### config.mk
export PLATFORM = sky130hd
export DESIGN_NAME = wm_key_ctrl
export DESIGN_NICKNAME = d
export VERILOG_FILES = /design/src/rtl/wm_key_ctrl.sv
export SDC_FILE = /design/constraint.sdc
export NUM_CORES = 1
export LEC_CHECK = 0
export CAP_MARGIN = 20
export CELL_PAD_IN_SITES_DETAIL_PLACEMENT = 1
export CELL_PAD_IN_SITES_GLOBAL_PLACEMENT = 2
export CORE_MARGIN = 2
export CORE_UTILIZATION = 44
export CTS_CLUSTER_SIZE = 10
export DETAILED_ROUTE_END_ITERATION = 10
export PLACE_DENSITY = 0.87
export SLEW_MARGIN = 20
export SYNTH_ARGS = -nofsm -noshare
export SYNTH_HDL_FRONTEND = slang
export SYNTH_HIERARCHICAL = 1
export SYNTH_SLANG_ARGS = --single-unit
### constraint.sdc
create_clock -name clk -period 5.55 [get_ports clk]
set_clock_uncertainty 0.1 [all_clocks]
set_input_delay 1.3875 -clock clk [delete_from_list [all_inputs] [get_ports clk]]
set_output_delay 1.3875 -clock clk [all_outputs]
set_load 0.03 [all_outputs]
### src/rtl/wm_key_ctrl.sv
// Washing-machine panel input controller: per-key sync/debounce, selection
// rotation for the four option keys, and the start/pause/abort state machine.

module wm_key_db #(
  parameter int DEBOUNCE_MS = 20
) (
  input  logic clk,
  input  logic rstn,
  input  logic tick,
  input  logic key_n,
  output logic stable,
  output logic press,
  output logic rel
);
  localparam int DW = $clog2(DEBOUNCE_MS + 1);

  logic          s1, s2;
  logic [DW-1:0] cnt;

  always_ff @(posedge clk or negedge rstn) begin
    if (!rstn) begin
      s1     <= 1'b1;
      s2     <= 1'b1;
      stable <= 1'b1;
      cnt    <= '0;
      press  <= 1'b0;
      rel    <= 1'b0;
    end else begin
      s1    <= key_n;
      s2    <= s1;
      press <= 1'b0;
      rel   <= 1'b0;
      if (tick) begin
        if (s2 != stable) begin
          if (cnt == DW'(DEBOUNCE_MS - 1)) begin
            stable <= s2;
            cnt    <= '0;
            press  <= ~s2;
            rel    <= s2;
          end else begin
            cnt <= cnt + 1'b1;
          end
        end else begin
          cnt <= '0;
        end
      end
    end
  end
endmodule

module wm_key_ctrl #(
  parameter int CNT_1MSEC   = 125000,
  parameter int DEBOUNCE_MS = 20,
  parameter int LONG_MS     = 1000
) (
  input  logic       clk,
  input  logic       rstn,
  input  logic       key_course_n,
  input  logic       key_water_n,
  input  logic       key_temp_n,
  input  logic       key_repeat_n,
  input  logic       key_start_n,
  output logic [2:0] course_sel,
  output logic [2:0] water_sel,
  output logic [2:0] temp_sel,
  output logic [1:0] repeat_cnt,
  output logic [1:0] run_state,
  output logic       start_pulse,
  output logic       abort_pulse
);
  localparam int NUM_KEYS = 5;
  localparam int K_START  = 4;
  localparam int MSW      = (CNT_1MSEC > 1) ? $clog2(CNT_1MSEC) : 1;
  localparam int HW       = $clog2(LONG_MS + 1);

  typedef enum logic [1:0] {IDLE = 2'd0, RUN = 2'd1, PAUSE = 2'd2} state_t;

  logic [MSW-1:0]      ms_cnt;
  logic                tick_1ms;
  logic [NUM_KEYS-1:0] key_n, stable, press, rel;
  logic [HW-1:0]       hold;
  logic                long_ev, short_rel;
  state_t              state_q, state_d;
  logic                start_d, abort_d;
  logic                unused_keys;

  assign tick_1ms = (ms_cnt == MSW'(CNT_1MSEC - 1));

  always_ff @(posedge clk or negedge rstn) begin
    if (!rstn)         ms_cnt <= '0;
    else if (tick_1ms) ms_cnt <= '0;
    else               ms_cnt <= ms_cnt + 1'b1;
  end

  assign key_n = {key_start_n, key_repeat_n, key_temp_n, key_water_n, key_course_n};

  for (genvar g = 0; g < NUM_KEYS; g++) begin : g_key
    wm_key_db #(.DEBOUNCE_MS(DEBOUNCE_MS)) u_db (
      .clk   (clk),
      .rstn  (rstn),
      .tick  (tick_1ms),
      .key_n (key_n[g]),
      .stable(stable[g]),
      .press (press[g]),
      .rel   (rel[g])
    );
  end

  assign unused_keys = ^{stable[K_START-1:0], rel[K_START-1:0], press[K_START]};

  // Saturating hold timer; a release seen with hold==LONG_MS is the tail of a long press
  always_ff @(posedge clk or negedge rstn) begin
    if (!rstn) begin
      hold    <= '0;
      long_ev <= 1'b0;
    end else if (!stable[K_START]) begin
      long_ev <= 1'b0;
      if (tick_1ms && hold != HW'(LONG_MS)) begin
        hold    <= hold + 1'b1;
        long_ev <= (hold == HW'(LONG_MS - 1));
      end
    end else begin
      hold    <= '0;
      long_ev <= 1'b0;
    end
  end

  assign short_rel = rel[K_START] && (hold < HW'(LONG_MS));

  always_ff @(posedge clk or negedge rstn) begin
    if (!rstn) begin
      course_sel <= 3'b001;
      water_sel  <= 3'b010;
      temp_sel   <= 3'b100;
      repeat_cnt <= 2'd1;
    end else if (state_q == IDLE) begin
      if (press[0]) course_sel <= {course_sel[1:0], course_sel[2]};
      if (press[1]) water_sel  <= {water_sel[1:0], water_sel[2]};
      if (press[2]) temp_sel   <= {temp_sel[1:0], temp_sel[2]};
      if (press[3]) repeat_cnt <= (repeat_cnt == 2'd3) ? 2'd1 : repeat_cnt + 2'd1;
    end
  end

  always_ff @(posedge clk or negedge rstn) begin
    if (!rstn) begin
      state_q     <= IDLE;
      start_pulse <= 1'b0;
      abort_pulse <= 1'b0;
    end else begin
      state_q     <= state_d;
      start_pulse <= start_d;
      abort_pulse <= abort_d;
    end
  end

  always_comb begin
    state_d = state_q;
    start_d = 1'b0;
    abort_d = 1'b0;
    if (long_ev && state_q != IDLE) begin
      state_d = IDLE;
      abort_d = 1'b1;
    end else if (short_rel) begin
      case (state_q)
        IDLE:    begin state_d = RUN; start_d = 1'b1; end
        RUN:     state_d = PAUSE;
        PAUSE:   state_d = RUN;
        default: state_d = IDLE;
      endcase
    end
  end

  assign run_state = state_q;
endmodule

* After elaboration in Yosys (flattened, before gate mapping)
Cells that the tools add are included.
** Word-level totals
- Bits in registers :: 88
- Input port bits :: 7
- Output and inout port bits :: 15
** Operators by class
- Add/subtract/negate cells :: 8
- Magnitude comparators :: 1
- Equal/unequal tests :: 16
- Muxes and demuxes :: 38
- Bitwise gates (word level) :: 4
- Reduce and logical (&&, ||, !) cells :: 17
** Operators by type and width (count)
- 5-bit two-way mux :: 10
- 5-bit by 1-bit adder with 5-bit output (second input constant) :: 5
- 5-bit equality test (second input constant) :: 5
- 1-bit two-way mux :: 21
- 10-bit two-way mux :: 2
- 17-bit by 1-bit adder with 17-bit output (second input constant) :: 1
- 17-bit equality test (second input constant) :: 1
- 17-bit two-way mux :: 1
- 3-bit AND reduction :: 5
- 10-bit by 1-bit adder with 10-bit output (second input constant) :: 1
- 10-bit equality test (second input constant) :: 1
- 10-bit < comparator (second input constant) :: 1
- 10-bit inequality test (second input constant) :: 1
- 2-bit AND reduction :: 4
- 2-bit two-way mux :: 3
- 2-bit nonzero test :: 3
- 1-bit inequality test :: 5
- 2-bit equality test (second input constant) :: 2
- 1-bit NOT :: 4
- 2-bit case mux with 2 select lines :: 1
- 1-bit logical AND :: 3
- 2-bit by 1-bit adder with 2-bit output (second input constant) :: 1
- 2-bit by 1-bit equality test with 1-bit output (second input constant) :: 1
- 2-bit zero test :: 1
- 2-bit OR reduction :: 1

* Depth between registers and ports, before layout
- Word-level depth :: 5
- Depth in mapped cells :: 9
- Depth with buffers taken out :: 6

* Modules after synthesis
Netlist, hierarchy kept.
** By module, submodules not included
- wm_key_db :: instances 5, cells an instance 39, area each 494.2 um2, sequential area each 254.0 um2
- wm_key_ctrl :: instances 1, cells an instance 208, area each 2180.8 um2, sequential area each 1081.0 um2

* Worst setup path after synthesis
No wires, ideal clock.
- Path kind :: flip-flop to flip-flop
- From :: register ms_cnt[12]
- To :: register g_key[4].u_db.stable
- Setup time :: 85 ps
- Data arrival time :: 2678 ps
- Required time :: 5365 ps
- Setup slack :: 2687 ps
- Cell stages (with the launch flop) :: 9
- Buffers on the path :: 2
- Cells stage by stage :: dfrtp_1 or4_4 or4_4 buf_6 nor2_2 buf_4 and2b_4 nand3_2 mux2_1
** On the way
- Cells in the longest elaborated chain, start to end :: 2
** Ends and longest elaborated chain
- start, declared :: RTL line 78 : logic [MSW-1:0] ms_cnt;
- start signal, assigned :: RTL line 92 : else ms_cnt <= ms_cnt + 1'b1;
- 17-bit equality test :: RTL line 87 : assign tick_1ms = (ms_cnt == MSW'(CNT_1MSEC - 1));
- net tick_1ms :: RTL line 79 : logic tick_1ms;
- 3-bit AND reduction (no source line)
- end signal, assigned :: RTL line 24 : stable <= 1'b1;
- end signal, assigned :: RTL line 36 : stable <= s2;
- end, declared :: RTL line 11 : output logic stable,
The timed path passes the listed nets, and every way through them passes these cells.
A chain may end at the register's enable or synchronous reset.

* Worst setup path in the final report
- From :: register ms_cnt[12]
- To :: register g_key[2].u_db.stable
** On the way
- Cells in the longest elaborated chain, start to end :: 2
** Ends and longest elaborated chain (RTL line)
- 17-bit equality test :: 87
- net tick_1ms :: 79
- 3-bit AND reduction (no source line)
- end signal, assigned :: 24
- end signal, assigned :: 36
- end, declared :: 11
The timed path passes the listed nets, and every way through them passes these cells.

==> results.py <==
metrics = {
    "status": {
        "outcome": "complete, no violations",
    },
    "synthesis": {
        "syn_nets": 409,
        "avgSynthCellArea_um2": 11.4,
        "syn_area_um2": 4490,
        "ys_warn_count": 6,
        "synthCells": 393,
    },
    "placed_design": {
        "place.gp.congestion": 0.735,
        "dp_hpwl_um": 6320,
        "io_buffers": 21,
        "placed_cells": 537,
        "placed_area_um2": 4810,
    },
    "grt": {
        "grt_usage_pct": 18.1,
        "grt_pass1_wl_um": 16100,
        "grt_pass1_vias": 3204,
        "gr-total-overflow": 0,
        "antenna_found_initial": 0,
        "grt_max_degree": 65,
    },
    "clock_tree": {
        "clkTransAtPathRegs_ps": 90,
        "clk_path_buf_depth": 2,
        "root_buffer": "clkbuf_8",
        "cts_tree": "yes",
        "htreeDepth": 3,
        "cts_hold_buf": 0,
        "post_cts_buffers": 0,
        "clock_sinks": 88,
        "ctsResizeCount": 0,
        "cts_buffers": 9,
        "clock_latency_ps": 360,
    },
    "min_path": {
        "holdPathStages": 0,
        "hold_path.class": "reg -> reg",
        "min_to": "g_key[2].u_db/s2",
        "hp-start": "g_key[2].u_db/s1",
    },
    "cells_and_area": {
        "syn_to_final_growth_pct": 11.3,
        "antenna_cells": 0,
        "drive_above_1_share_pct": 20.5,
        "design_area_um2": 5000,
        "final_common_cell": "dfrtp_1",
        "final_cell_mix": "dfrtp_1 (69), nor2b_1 (23), nand2_1 (23), inv_1 (22), clkdlybuf4s50_1 (20)",
        "layout.cells.non_filler": 553,
        "fillCellCount": 1071,
        "fin_nets": 431,
    },
    "power": {
        "p_per_area_nw_per_um2": 220,
        "ir_drop_uv": 124,
        "power.leakage_nw": 2.06,
    },
    "routing": {
        "firstDrtPassIters": 4,
        "vias_per_cell": 5.56,
        "wl_um": 9060,
        "vias": 3073,
        "drc": 0,
        "avgRoutedWirePerCell_um": 16.4,
        "ant_nets": 0,
        "first_iter_violations": 127,
    },
    "floorplan": {
        "io_pins": 22,
        "fp.dieH_um": 105,
        "die_width_um": 105,
        "start_util_pct": 45.7,
        "fp.dieArea_um2": 11000,
        "design.core.area_um2": 9820,
        "placementRows": 36,
    },
    "critical_path": {
        "crit_path_max_fanout": 49,
        "r2r_start": "ms_cnt[12]",
        "reg2reg_to": "g_key[2].u_db/stable",
        "r2r_cells": 6,
        "end_kind": "register",
        "r2r_slack_ps": 2240,
        "crit_type": "reg -> reg",
        "crit_required_ps": 5740,
        "start_kind": "register",
        "arrival_ps": 3500,
    },
    "timing": {
        "fin_crit_sh_pct": 59.6,
        "slew-limit-headroom_pct": 31.5,
        "tightest_slew_ps": 1030,
        "finalSetupViolations": 0,
        "max_clock_freq_mhz": 302,
        "rsz0062_at_grt": "no",
        "hold_viol_final": 0,
        "drv_slew": 0,
        "fin_crit_ps": 3310,
        "setup_tns_ps": 0,
    },
    "job": {
        "drv_cap": 0,
    },
}
-- stage by stage --
stage | power (mW) | setup slack (ps) | hold WS, ps | util (%)
after floorplan | 0.671 | 2700 | 245 | -
after CTS | 1.12 | 2220 | 261 | 50.9
after detailed placement | 0.692 | 2230 | 247 | 49.0
after global placement | 0.691 | 2310 | 246 | 49.0
final | 1.10 | 2240 | 260 | 50.9
after global routing | 1.15 | 2040 | 265 | 50.9
-- critical path, cell delays in order, from the launching register on --
cell	delay, ps
dfrtp_1	420
or4_4	550
or4_4	640
nor2_4	810
and2b_4	290
nand3_2	90
mux2_1	330
-- final cells by class --
cell class	instances	area [µm²]	share of cell area [%]
Sequential cell	88	2230	44.6
Multi-Input combinational cell	271	2110	42.3
Timing Repair Buffer	23	223	4.46
Tap cell	133	166	3.33
Clock buffer	13	159	3.18
Inverter	22	82.6	1.65
Clock inverter	3	25.0	0.501
-- sequential cells by signal (all words and copies together), names as in the netlist, 3 cells and up --
signal,cells
g_key.u_db/cnt,25
ms_cnt,17
hold,10
g_key.u_db/s1,5
g_key.u_db/s2,5
g_key.u_db/stable,5
g_key.u_db/press,4
course_sel,3
temp_sel,3
water_sel,3
-- report_power, final --
part           internal [mW]  total, mW  switching (mW)  leakage [nW]
sequential             0.648      0.650         0.00271          1.15
clock                  0.190      0.422           0.232        0.0902
combinational        0.00866     0.0278          0.0192         0.825
-- layer usage --
layer	global-route usage, %	vias up	share of wire [%]
li1	-	1480	-
met1	25.7	1550	49
met2	27.9	33	47
met3	2.93	10	2.3
met4	6.86	0	1.7
met5	0	-	0
-- worst max-delay path by stage --
stage                          start                    to  slack (ps)  cells after the start
after global placement    ms_cnt[12]  g_key[3].u_db/stable        2310                      6
after global routing      ms_cnt[12]  g_key[1].u_db/stable        2040                      6
after detailed placement  ms_cnt[12]  g_key[2].u_db/stable        2230                      6
after CTS                 ms_cnt[12]  g_key[2].u_db/stable        2220                      6
after floorplan           ms_cnt[12]  g_key[4].u_db/stable        2700                      8
final                     ms_cnt[12]  g_key[2].u_db/stable        2240                      6
Power figures use the tool's default switching activity.
